**config.mk**
```make
export PLATFORM = sky130hd
export DESIGN_NAME = mem_port_arbiter
export DESIGN_NICKNAME = d
export VERILOG_FILES = /design/src/rtl/cpu_mem_pkg.sv /design/src/rtl/arb_tag_pipe.sv /design/src/rtl/mem_port_arbiter.sv
export SDC_FILE = /design/constraint.sdc
export NUM_CORES = 1
export LEC_CHECK = 0
export ABC_AREA = 0
export BUFFER_PORTS_ARGS = -buffer_cell sky130_fd_sc_hd__buf_2
export CORE_ASPECT_RATIO = 0.9
export CORE_UTILIZATION = 39
export CTS_CLUSTER_DIAMETER = 30
export DETAILED_ROUTE_END_ITERATION = 10
export PLACE_DENSITY = 0.81
export REMOVE_ABC_BUFFERS = 1
export SETUP_SLACK_MARGIN = 0.2
export SLEW_MARGIN = 15
export SYNTH_ARGS = -nofsm -noshare
export SYNTH_HDL_FRONTEND = slang
export SYNTH_HIERARCHICAL = 1
export SYNTH_SLANG_ARGS = --single-unit
```
**constraint.sdc**
```tcl
create_clock -name clk -period 2.15 [get_ports clk]
set_input_delay 0.1075 -clock clk [delete_from_list [all_inputs] [get_ports clk]]
set_output_delay 0.1075 -clock clk [all_outputs]
set_load 0.05 [all_outputs]
```
**src/rtl/cpu_mem_pkg.sv**
```systemverilog
// Shared types for the memory port arbiter: owner tags and default bus widths.
// Owner tags ride alongside each memory command so read data can be steered home.
package cpu_mem_pkg;

    typedef enum logic [1:0] {
        OWN_NONE = 2'd0,
        OWN_IF   = 2'd1,
        OWN_LD   = 2'd2,
        OWN_ST   = 2'd3
    } owner_e;

    localparam int ADDR_W_DEF = 11;
    localparam int DATA_W_DEF = 32;

    // A branch flush turns every in-flight fetch into an orphan read.
    function automatic owner_e kill_if(input owner_e tag, input logic flush);
        return (flush && tag == OWN_IF) ? OWN_NONE : tag;
    endfunction

endpackage

```
**src/rtl/arb_tag_pipe.sv**
```systemverilog
// Owner-tag shift register matching the memory read latency; flush kills IF tags.
// Latency DEPTH cycles from tag_i to tag_o; no backpressure, advances every cycle.
module arb_tag_pipe
    import cpu_mem_pkg::*;
#(
    parameter int DEPTH = 1
) (
    input  logic   clk,
    input  logic   resetn,
    input  logic   flush_i,
    input  owner_e tag_i,
    output owner_e tag_o
);

    owner_e stage_q [DEPTH];

    always_ff @(posedge clk or negedge resetn) begin
        if (!resetn) begin
            for (int i = 0; i < DEPTH; i++) begin
                stage_q[i] <= OWN_NONE;
            end
        end else begin
            stage_q[0] <= kill_if(tag_i, flush_i);
            for (int i = 1; i < DEPTH; i++) begin
                stage_q[i] <= kill_if(stage_q[i-1], flush_i);
            end
        end
    end

    assign tag_o = stage_q[DEPTH-1];

endmodule

```
**src/rtl/mem_port_arbiter.sv**
```systemverilog
// Arbitrates fetch/load/store onto one registered memory port and demuxes read data.
// Grant is combinational; command issues 1 cycle after grant; read returns RD_LAT later.
module mem_port_arbiter
    import cpu_mem_pkg::*;
#(
    parameter int ADDR_W     = ADDR_W_DEF,
    parameter int DATA_W     = DATA_W_DEF,
    parameter int RD_LAT     = 1,
    parameter int STARVE_MAX = 4
) (
    input  logic              clk,
    input  logic              resetn,
    input  logic              flush,
    input  logic              if_req,
    input  logic [ADDR_W-1:0] if_adrs,
    output logic              if_gnt,
    output logic              if_rvalid,
    output logic [DATA_W-1:0] if_rdata,
    output logic              stall_if,
    input  logic              ld_req,
    input  logic [ADDR_W-1:0] ld_adrs,
    output logic              ld_gnt,
    output logic              ld_rvalid,
    output logic [DATA_W-1:0] ld_rdata,
    input  logic              st_req,
    input  logic [ADDR_W-1:0] st_adrs,
    input  logic [DATA_W-1:0] st_wdata,
    output logic              st_gnt,
    output logic              mem_en,
    output logic              mem_we,
    output logic [ADDR_W-1:0] mem_adrs,
    output logic [DATA_W-1:0] mem_wdata,
    input  logic [DATA_W-1:0] mem_rdata
);

    localparam int CNT_W = $clog2(STARVE_MAX + 1);

    logic [CNT_W-1:0]  starve_q, starve_d;
    logic              promote;
    logic              any_gnt;
    logic [ADDR_W-1:0] gnt_adrs;
    owner_e            gnt_tag;
    owner_e            cmd_tag_q;
    owner_e            ret_tag;
    logic              mem_en_q, mem_we_q;
    logic [ADDR_W-1:0] mem_adrs_q;
    logic [DATA_W-1:0] mem_wdata_q;

    // A fetch denied STARVE_MAX times in a row jumps ahead of stores and loads.
    assign promote = (starve_q == CNT_W'(STARVE_MAX));

    always_comb begin
        if_gnt   = 1'b0;
        ld_gnt   = 1'b0;
        st_gnt   = 1'b0;
        gnt_adrs = if_adrs;
        gnt_tag  = OWN_NONE;
        if (promote && if_req) begin
            if_gnt  = 1'b1;
            gnt_tag = OWN_IF;
        end else if (st_req) begin
            st_gnt   = 1'b1;
            gnt_adrs = st_adrs;
        end else if (ld_req) begin
            ld_gnt   = 1'b1;
            gnt_adrs = ld_adrs;
            gnt_tag  = OWN_LD;
        end else if (if_req) begin
            if_gnt  = 1'b1;
            gnt_tag = OWN_IF;
        end
    end

    assign any_gnt  = if_gnt | ld_gnt | st_gnt;
    assign stall_if = if_req & ~if_gnt;

    always_comb begin
        starve_d = starve_q;
        if (!if_req || if_gnt) begin
            starve_d = '0;
        end else if (!promote) begin
            starve_d = starve_q + CNT_W'(1);
        end
    end

    always_ff @(posedge clk or negedge resetn) begin
        if (!resetn) begin
            starve_q    <= '0;
            mem_en_q    <= 1'b0;
            mem_we_q    <= 1'b0;
            mem_adrs_q  <= '0;
            mem_wdata_q <= '0;
            cmd_tag_q   <= OWN_NONE;
        end else begin
            starve_q <= starve_d;
            mem_en_q <= any_gnt;
            mem_we_q <= st_gnt;
            if (any_gnt) begin
                mem_adrs_q <= gnt_adrs;
            end
            if (st_gnt) begin
                mem_wdata_q <= st_wdata;
            end
            cmd_tag_q <= kill_if(gnt_tag, flush);
        end
    end

    assign mem_en    = mem_en_q;
    assign mem_we    = mem_we_q;
    assign mem_adrs  = mem_adrs_q;
    assign mem_wdata = mem_wdata_q;

    arb_tag_pipe #(
        .DEPTH (RD_LAT)
    ) u_tag_pipe (
        .clk     (clk),
        .resetn  (resetn),
        .flush_i (flush),
        .tag_i   (cmd_tag_q),
        .tag_o   (ret_tag)
    );

    assign if_rvalid = (ret_tag == OWN_IF);
    assign ld_rvalid = (ret_tag == OWN_LD);
    assign if_rdata  = if_rvalid ? mem_rdata : '0;
    assign ld_rdata  = ld_rvalid ? mem_rdata : '0;

endmodule

```
==> Yosys cells after proc, flatten, opt, wreduce, memory -nomap -nowiden <==
Cells that the tools add are included.
{ "totals": {"in_bits": 103, "wordCells": 45, "mem_bits_ro": 0, "regBits": 52, "ramBits": 0, "memories": 0, "latchBits": 0, "out_inout_bits": 115} }
{ "op_classes": {"add_sub_neg": 1, "n_shift": 0, "mul": 0, "magnitude_cmp": 0, "reduce_logical": 5, "n_eq_ne": 6, "muxes": 22, "div": 0, "bitwise_logic": 4} }
{ "ops": {"columns": ["operator", "n"], "rows": [
  ["two-way mux 32 bit", 2],
  ["two-way mux 11 bit", 3],
  ["two-way mux 1 bit", 10],
  ["two-way mux 2 bit", 5],
  ["== test 2 x 1 -> 1 bit, second input constant", 3],
  ["two-way mux 3 bit", 2],
  ["adder 3 x 1 -> 3 bit, second input constant", 1],
  ["== test 3 bit, second input constant", 1],
  ["logical AND 1 bit", 3],
  ["== test 2 bit, second input constant", 1],
  ["inequality test 2 x 1 -> 1 bit, second input constant", 1],
  ["bitwise OR 1 bit", 2],
  ["bitwise AND 1 bit", 1],
  ["logical NOT 1 bit", 1],
  ["logical OR 1 bit", 1],
  ["inverter 1 bit", 1]
]} }

==> Depth between registers and ports, before layout <==
Gate-level depths: netlist of run 1.
{ "depth": {"ltp_word": 7, "depth_mapped": 6, "depth_no_buf": 5} }

==> Cells and area by module <==
The synthesis of run 1 kept the hierarchy.
{ "modules_own_cells": {"columns": ["mod", "n_inst", "area_per_inst_um2", "cells_each", "seq_area_each_um2"], "rows": [
  ["mem_port_arbiter", 1, 2541.2, 228, 1251.2],
  ["arb_tag_pipe", 1, 65.1, 5, 50.0]
]} }

==> Worst setup path after synthesis of run 1 <==
Ideal clock, no wire load.
{ "synth_path": {"kind": "reg-to-output", "startpoint": "register u_tag_pipe.stage_q, in the netlist u_tag_pipe/tag_o[1]", "endpoint": "output if_rdata[22]", "t_arrival_ns": 1.692, "stages_incl_launch_ff": 4, "setup_slack_ns": 0.351, "n_path_buf": 1, "path_cell_list": "dfrtp_1 > nor2b_1 > clkbuf_1 > and2_1"} }
{ "synth_between": {"elab_chain_cells": 2} }
{ "synth_rtl": {"columns": ["element", "line", "source"], "rows": [
  ["start, declared", "arb_tag_pipe.sv:15", "owner_e stage_q [DEPTH];"],
  ["start signal, assigned by index", "arb_tag_pipe.sv:25", "stage_q[i] <= kill_if(stage_q[i-1], flush_i);"],
  ["== test 2 x 1 -> 1 bit", "mem_port_arbiter.sv:123", "assign if_rvalid = (ret_tag == OWN_IF);"],
  ["net if_rvalid", "mem_port_arbiter.sv:17", "output logic if_rvalid,"],
  ["two-way mux 32 bit", "mem_port_arbiter.sv:125", "assign if_rdata = if_rvalid ? mem_rdata : '0;"],
  ["end, declared", "mem_port_arbiter.sv:18", "output logic [DATA_W-1:0] if_rdata,"]
]} }
The timed path passes the listed nets, and every way through them passes these cells.

==> Worst setup path in the final report of run 1 <==
{ "layout_path": {"startpoint": "register starve_q[0]", "endpoint": "output st_gnt"} }
{ "layout_between": {"elab_chain_cells": 3} }
{ "layout_rtl": {"columns": ["element", "line", "source"], "rows": [
  ["start, declared", "mem_port_arbiter.sv:38", "logic [CNT_W-1:0] starve_q, starve_d;"],
  ["start signal, assigned", "mem_port_arbiter.sv:95", "starve_q <= starve_d;"],
  ["== test 3 bit", "mem_port_arbiter.sv:50", "assign promote = (starve_q == CNT_W'(STARVE_MAX));"],
  ["logical AND 1 bit", "mem_port_arbiter.sv:58", "if (promote && if_req) begin"],
  ["two-way mux 1 bit", "mem_port_arbiter.sv:58", null],
  ["end, declared", "mem_port_arbiter.sv:28", "output logic st_gnt,"]
]} }
Every way passes these cells.

==> flow_summary.toml, run 1 <==
[layout]
area_delta_synth_final_pct = 51.56
nets = 557
seq_area_um2 = 1301
layout_commonest_cell = "buf_2"
multi_input_area_um2 = 1186
mostFrequentLayoutCells = "buf_2 (216), and2_1 (64), dfrtp_1 (52), mux2_2 (32), inv_1 (17)"
fin_util_pct = 62.86
drive_gt1_share_pct = 61.81
antenna_cells = 0
fillers = 553
fin_area_um2 = 3950

[logic_synthesis]
seq_area_frac_synth_pct = 49.93
synth_top_family_by_area = "simple AND/OR/NAND/NOR gates"
yosys_warnings = 6
yosysTopAreaCell = "dfrtp_1"
synthSimpleGateAreaFrac_pct = 20.50
synth_compound_area_share_pct = 9.361
syn_inst = 233
muxShareOfSynthArea_pct = 13.83
syn_area_um2 = 2606
synth_fa_ha_area_share_pct = 0.9602
synth_cell_types = 23
yosysTopAreaCellShare_pct = 49.93
synth_xor_area_share_pct = 0.3361
ys_seq_elements = 52
synthTopCellsByArea = "dfrtp_1 (50%), and2_1 (15%), mux2_2 (14%), a221oi_2 (5.8%), o22ai_1 (2.6%)"
syn-mean-instance-area_um2 = 11.19

[run_status]
status = "completed"

[flow_run]
drv_cap = 0

[floorplan]
fp.dieW_um = 88.17
start_util_pct = 41.48
fp.dieH_um = 79.55
fp-row-count = 27
io-pin-count = 218
core_area_um2 = 6284
dieArea_um2 = 7014

[global_route]
grt_pass1_wl_um = 11250
grt_pass1_vias = 2527
grtUsageTotal_pct = 20.76
grt_max_degree = 34
antenna_found_initial = 0
grt_overflow = 0

[setup_path]
path_cells = "inv_1, ha_1, nand3_1, nand2_2, buf_12, inv_1, clkbuf_4"
cpMostUsedCell = "inv_1"
crit_buf_inv = 4
cp_top_family = "buffers and inverters"
cp_data_required_time_ns = 2.04
critPathKind = "reg2out"
end_kind = "output pin"
start_kind = "flop"
cp.arrival_ns = 1.77
cp_max_fo = 17
max_stage_delay_ns = 0.41
cpMaxStageDelayCell = "dfrtp_1"

[clock_tree]
cts_buffers = 5
htreeDepth = 2
cts_buffer_depth = 2
clock_latency_ns = 0.30
cts.sinks = 52
cts_tree = "yes"
cts_root_buf = "clkbuf_8"
clk_pin_slew_worst_paths_ns = 0.10

[pwr]
switching_power_uw = 1032
leakagePower_uw = 0.002202
pwr-share-clk_pct = 21.4
swShare_pct = 39.38
peakVddDrop_uv = 454.8
comb_power_share_pct = 35.9
p_int_uw = 1589
power_frac_seq_pct = 42.7
power_density_nw_per_um2 = 663.4

[timing]
worstMarginPinSlew_ns = 0.6561
fin_crit_sh_pct = 87.51
relSlewSlack_pct = 56.26
fmaxAchievable_ghz = 0.5315
rsz0062_at_grt = "false"
fin_crit_ns = 1.881
setup-violations-final = 0
finalHoldViolations = 0
worst_clock_skew_ns = 0.007068
final_max_slew_viol_count = 0

[route]
met3_length_um = 633
drt-pass1-iter-count = 5
ant_nets = 0
dr.first_iter.drc_count = 73
wire_per_inst_um = 13.84
vias = 2524
wl_met1_um = 2636
met2WireLength_um = 4096
drc = 0
top_layer = "met4"
viasPerCell = 4.674
drt_wl_total_um = 7476

[placement]
gp_congestion = 0.8364
hpwl_um = 5938
port_buffers = 217
placed_cell_area_um2 = 3782

[hold_path]
hp-class = "in2reg"
[final timing paths]
check / startpoint / endpoint / slack, ns / cells after the start
worst min register to register: cmd_tag_q[1] / u_tag_pipe/tag_o[1] / 0.40 / 0
worst max-delay path: starve_q[0] / st_gnt / 0.27 / 7
min in group asynchronous: resetn / starve_q[0] / 0.37 / 2
max in group asynchronous: resetn / mem_adrs[9] / 1.14 / 3
worst min-delay path: st_wdata[16] / mem_wdata[16] / 0.03 / 2
worst max register to register: starve_q[0] / mem_wdata[12] / 0.38 / 7
[layout make-up]
class	instances	area share (%)
multi-input combinational	149	30.03
clock buffer	5	1.742
inverter	17	1.615
sequential	52	32.94
timing repair buffer	227	30.35
tap	87	2.756
clock inverter	3	0.5702
[what timing repair did]
action	in CTS	in global routing
pin swaps	0	1
setup buffers	1	1
gates resized for setup	1	3
endpoints found under the hold margin	30	0
setup endpoints to repair	1	2
gates cloned	0	1
hold buffers	2	0
[routing by layer]
metal / track usage, % / up-vias
li1: - / 1208
met1: 21.07 / 1177
met2: 40.46 / 128
met3: 5.274 / 11
met4: 6.935 / 0
met5: 0 / -
[through the flow]
| stage | std cells | setup slack [ns] | hold WS, ns | setup TNS [ns] | total power (uW) |
|---|---|---|---|---|---|
| CTS | 538 | 0.2148 | 0.02391 | 0 | 2636 |
| detailed placement | 527 | 0.2507 | 0.1767 | 0 | 2069 |
| floorplan | 218 | -0.2386 | -0.1881 | -15.30 | 1768 |
| global placement | 527 | 0.3553 | 0.1712 | 0 | 2046 |
| finish | 540 | 0.2685 | 0.03059 | 0 | 2621 |
| global route | 540 | 0.1985 | 0.01880 | 0 | 2733 |
[synthesized netlist by cell type, drive strengths merged]
cell      n
and2     65
dfrtp    52
mux2     32
inv      17
nor2     13
a221oi   11
o22ai    11
clkbuf   10
nor2b     6
buf       5
ha        2
nand2     2
a21boi    1
a2bb2oi   1
and3      1
nand2b    1
nand3     1
or3       1
xnor2     1
[state kept, by name, summed over array words and instances (netlist names)]
| name | flops |
|---|---|
| cmd_tag_q | 2 |
| mem_adrs | 11 |
| mem_en | 1 |
| mem_wdata | 32 |
| mem_we | 1 |
| starve_q | 3 |
| u_tag_pipe/tag_o | 2 |
[power by group through the flow]
stage / Clock [uW] / Combinational (uW) / Sequential, uW
after global placement: 0 / 914 / 1130
after CTS: 578 / 938 / 1120
final: 560 / 942 / 1120
after global routing: 610 / 991 / 1130
after detailed placement: 0 / 932 / 1140
after floorplan: 0 / 317 / 1450
[logic make-up after synthesis]
logic type,after synthesis
adders and majority gates,2
AOI/OAI and AO/OA,24
muxes,32
buffers and inverters,32
DFF,52
xor gates and xnor gates,1
and+or+nand+nor,90
Power figures use the tool's default switching activity.
==> run 2, diff against run 1 <==
Settings changed: SYNTH_HIERARCHICAL 1 to default.
==> run 2 against run 1 <==
  * Sequential power barely moved
  * Clock skew fell by 0.0031 ns
  * Die area unchanged
  * Critical endpoint is now if_gnt
  * Highest routed layer unchanged
==> flow_summary.toml, run 2 <==
[hold_path]
holdPathStages = 2
hp-class = "in2reg"

[setup_path]
cp_max_fo = 10
cp_top_family = "buffers and inverters"
path_depth = 6
start_kind = "flop"
critPathKind = "reg2out"
timing.rr.start = "starve_q[0]"
cpMaxStageDelayCell = "dfrtp_1"
max_stage_delay_ns = 0.40
r2r_cells = 6
ff2ff_setup_slack_ns = 0.50
critPathLaunch = "starve_q[0]"
rr_endpoint = "mem_wdata[16]"
end_kind = "output pin"
cp.arrival_ns = 1.75
crit_path_end = "if_gnt"
crit_buf_inv = 3
path_cells = "inv_1, ha_1, a2bb2oi_1, nor2b_2, buf_4, clkbuf_4"
cp_data_required_time_ns = 2.04

[timing]
fin_crit_sh_pct = 86.42
rsz0062_at_grt = "false"
post-route-worst-setup-slack_ns = 0.2919
relSlewSlack_pct = 56.88
setup-violations-final = 0
final_max_slew_viol_count = 0
worstMarginPinSlew_ns = 0.6469
finalHoldViolations = 0
worst_clock_skew_ns = 0.004016
fmaxAchievable_ghz = 0.5382
fin_crit_ns = 1.858

[route]
vias = 2511
ant_nets = 0
drt-pass1-iter-count = 4
dr.first_iter.drc_count = 37
drc = 0
wire_per_inst_um = 13.48
viasPerCell = 4.659
drt_wl_total_um = 7266

[logic_synthesis]
yosys_warnings = 0
synthTopCellsByCount = "and2_1 (64), dfrtp_1 (52), mux2_2 (29), inv_1 (17), nor2_1 (13)"
syn_area_um2 = 2606
yosysTopAreaCellShare_pct = 49.93
synth_ff_type = "dfrtp_1"
syn_inst = 233
synthTopCellsByArea = "dfrtp_1 (50%), and2_1 (15%), mux2_2 (13%), a221oi_2 (5.8%), o22ai_1 (2.6%)"
synth.most_common_cell = "and2_1"
ys_seq_elements = 52
async_reset_ff_share_pct = 100.0
synth_cell_types = 24
seq_area_frac_synth_pct = 49.93
syn-mean-instance-area_um2 = 11.19
yosysTopAreaCell = "dfrtp_1"
synth_edf_count = 0

[placement]
gp_congestion = 0.7340
port_buffers = 217
hpwl_um = 5876
place_ws_ns = 0.4922
dp.cells = 527

[flow_run]
drv_cap = 0

[clock_tree]
cts_root_buf = "clkbuf_8"
cts_tree = "yes"
htreeDepth = 2
clock_latency_ns = 0.30
cts.sinks = 52
cts_buffer_depth = 2
cts_buffers = 5
clk_pin_slew_worst_paths_ns = 0.09

[floorplan]
io-pin-count = 218
fp-row-count = 27
start_util_pct = 41.48
core_area_um2 = 6284
fp.dieW_um = 88.17
fp.dieH_um = 79.55
dieArea_um2 = 7014

[global_route]
grtUsageTotal_pct = 19.87
grt_max_degree = 53
grt_pass1_vias = 2385
grt_pass1_wl_um = 10740
grt_overflow = 0
antenna_found_initial = 1

[layout]
largest_reg_flops = 32
drive_gt1_share_pct = 60.53
layout_commonest_cell = "buf_2"
mostFrequentLayoutCells = "buf_2 (216), and2_1 (64), dfrtp_1 (52), mux2_2 (29), inv_1 (17)"
area_delta_synth_final_pct = 51.03
nets = 555
final_cells = 539

[pwr]
peakVddDrop_uv = 404.8
leakagePower_uw = 0.002192
finalPower_uw = 2736
power_density_nw_per_um2 = 695.0

[run_status]
status = "completed"
==> run 2: worst min-delay path by stage <==
stage | startpoint | endpoint | slack [ns]
floorplan | resetn | cmd_tag_q[0] | -0.19
detailed placement | resetn | mem_wdata[3] | 0.26
finish | st_wdata[3] | mem_wdata[3] | 0.01
global placement | resetn | mem_wdata[3] | 0.25
global route | st_wdata[2] | mem_wdata[2] | 0.005
CTS | st_wdata[4] | mem_wdata[4] | 0.005
==> run 2: per-stage QoR <==
stage               hold slack [ns]  setup TNS, ns  util [%]  instance area (um2)
floorplan                   -0.1881         -15.30         -                 2537
global placement             0.2490              0     60.20                 3782
detailed placement           0.2650              0     60.20                 3782
CTS                        0.005389              0     62.45                 3924
global route               0.004897              0     62.64                 3936
finish                      0.01349              0     62.64                 3936
==> run 2: where the power goes <==
group / switching (uW) / total [uW] / internal [uW]
registers: 49.3 / 1120 / 1070
clock network: 313 / 694 / 381
logic: 648 / 921 / 273
total: 1010 / 2740 / 1730
==> run 2: cell type report <==
cell class	instances	area (um2)
fillers	551	2347
flip-flops and latches	52	1301
multi-input cells	149	1172
repair buffers	225	1166
well taps	87	108.9
clock buffers	6	82.58
inverters	17	63.81
clock inverters	2	38.79
diodes	1	2.502
==> run 2: layer usage <==
metal	vias to the layer above	part of all wire [%]	GRT usage (%)
met4	0	2.2	8.387
met5	-	0	0
li1	1200	-	-
met2	127	53	37.62
met1	1171	36	19.59
met3	13	8.7	6.308
==> run 2: cell families (layout without fill, tap and decap cells) <==
logic type	Yosys count	after routing	synth area share, %
AND/OR/NAND/NOR	90	90	20.50
flip-flops	52	52	49.93
multiplexers	32	32	13.83
buffers and inverters	32	250	5.089
AO/OA/AOI/OAI	24	24	9.362
adder cells (fa/ha/maj)	2	2	0.9600
XOR/XNOR	1	1	0.3361
other	0	1	0
==> run 2: worst register-to-register path: cells and delay by family (launching register included) <==
kind | cells | cell delay (ns)
adder cells (fa/ha/maj) | 1 | 0.16
flip-flops | 1 | 0.40
AND/OR/NAND/NOR | 2 | 0.33
buffers and inverters | 2 | 0.29
multiplexers | 1 | 0.37
==> run 2: timing repair <==
item	4_1_cts	5_1_grt
setup endpoints to repair	0	1
resized for setup	0	1
hold endpoints to repair	54	0
hold buffers	2	0
setup buffers	0	1
==> run 3, diff against run 2 <==
==> constraint.sdc (replaced) <==
create_clock -name clk -period 2.15 [get_ports clk]
set_input_delay 0.215 -clock clk [delete_from_list [all_inputs] [get_ports clk]]
set_output_delay 0.215 -clock clk [all_outputs]
set_load 0.05 [all_outputs]
==> run 3 against run 2 <==
  * Via count shrank 1.4%
  * Routed wire length down 1.5%
  * Combinational power hardly changed
  * Critical path type unchanged
  * Critical endpoint is now stall_if
==> flow_summary.toml, run 3 (same netlist as run 2, synthesis figures left out) <==
[clock_tree]
clk_pin_slew_worst_paths_ns = 0.10
clock_latency_ns = 0.30
cts_root_buf = "clkbuf_8"
cts_hold_buf = 0
cts_buffer_depth = 2
cts_tree = "yes"
cts.sinks = 52
cts_buffers = 5
htreeDepth = 2

[global_route]
grt_max_degree = 41
grt_pass1_wl_um = 10780
grt_overflow = 0
antenna_found_initial = 0
grt_pass1_vias = 2340
grtUsageTotal_pct = 20.12

[flow_run]
drv_cap = 0

[route]
drc = 0
wire_per_inst_um = 13.35
drt_wl_total_um = 7155
ant_nets = 0
dr.first_iter.drc_count = 22
vias = 2475
drt-pass1-iter-count = 4
viasPerCell = 4.618

[pwr]
p_int_uw = 1582
power_frac_seq_pct = 42.9
pwr-share-clk_pct = 21.8
leakagePower_uw = 0.002173
power_density_nw_per_um2 = 670.5
swShare_pct = 39.49
peakVddDrop_uv = 539.0
switching_power_uw = 1033
comb_power_share_pct = 35.3

[timing]
final_max_slew_viol_count = 0
fmaxAchievable_ghz = 0.5398
worst_clock_skew_ns = 0.01319
fin_crit_ns = 1.853
relSlewSlack_pct = 42.76
finalHoldViolations = 0
rsz0062_at_grt = "true"
setup-violations-final = 0
worstMarginPinSlew_ns = 0.8586
post-route-worst-setup-slack_ns = 0.2974
fin_crit_sh_pct = 86.17
whs_ns = 0.008163

[placement]
gp_congestion = 0.7378
placed_cell_area_um2 = 3782
port_buffers = 217
hpwl_um = 5795
dp.cells = 527
place_ws_ns = 0.2232

[floorplan]
start_util_pct = 41.48
core_area_um2 = 6284
fp.dieH_um = 79.55
fp.dieW_um = 88.17
io-pin-count = 218
fp-row-count = 27
dieArea_um2 = 7014

[setup_path]
cp_max_fo = 3
start_kind = "flop"
cp_data_required_time_ns = 1.93
end_kind = "output pin"
ff2ff_setup_slack_ns = 0.44
critPathKind = "reg2out"
r2r_cells = 6
cp.arrival_ns = 1.64

[layout]
layout_commonest_cell = "buf_2"
drive_gt1_share_pct = 61.25
antenna_cells = 0
fin_area_um2 = 3900
area_delta_synth_final_pct = 49.64
largest_reg_flops = 32
mostFrequentLayoutCells = "buf_2 (216), and2_1 (64), dfrtp_1 (52), mux2_2 (29), inv_1 (17)"
nets = 553
final_cells = 536
fillers = 553

[run_status]
status = "completed"

[hold_path]
hp-class = "in2async"
[run 3: worst paths after layout]
path | start | endpoint
worst max register to register | starve_q[0] | mem_wdata[31]
worst max-delay path | starve_q[0] | stall_if
min in group clk | flush | cmd_tag_q[0]
worst min-delay path | resetn | mem_wdata[24]
max in group asynchronous | resetn | mem_wdata[27]
worst min register to register | cmd_tag_q[1] | u_tag_pipe.tag_o[1]
[run 3: cell type report]
cell class                 count  area (um2)  share of cell area [%]
sequential                    52        1301                   33.37
multi-input combinational    149        1186                   30.41
timing repair buffer         223        1146                   29.39
tap                           87       108.9                   2.791
clock buffer                   5       68.82                   1.765
inverter                      17       63.81                   1.636
clock inverter                 3       25.02                  0.6416
[run 3: metal layers]
layer / vias to the layer above / routed length [um] / global-route usage [%]
met5: - / 0 / 0
met4: 0 / 84 / 7.742
met3: 6 / 524 / 5.584
met2: 117 / 3834 / 36.92
met1: 1157 / 2712 / 21.67
li1: 1195 / - / -
[run 3: worst max-delay path: stages (launching register included)]
cell	delay, ns
dfrtp_1	0.39
inv_1	0.06
ha_1	0.22
a2bb2oi_2	0.21
nand2_1	0.13
inv_1	0.06
buf_2	0.25
[run 3: repair_timing]
action	4_1_cts	5_1_grt
cloned	0	0
gates resized for setup	1	3
buffers inserted	1	0
setup endpoints to repair	1	2
hold endpoints to repair	0	0
[run 3: metrics by stage]
step           setup TNS, ns  util [%]  total power, uW
3_5_place_dp               0     60.20             2064
3_3_place_gp               0     60.20             2046
6_report                   0     62.07             2615
5_1_grt                    0     62.07             2740
4_1_cts                    0     61.89             2636
2_1_floorplan         -22.18         -             1767
[run 3: power by group through the flow]
stage	clock network, uW	registers, uW	logic, uW
after floorplan	0	1450	316
after global placement	0	1140	910
after detailed placement	0	1140	925
after CTS	587	1120	927
after global routing	631	1130	975
final	570	1120	923
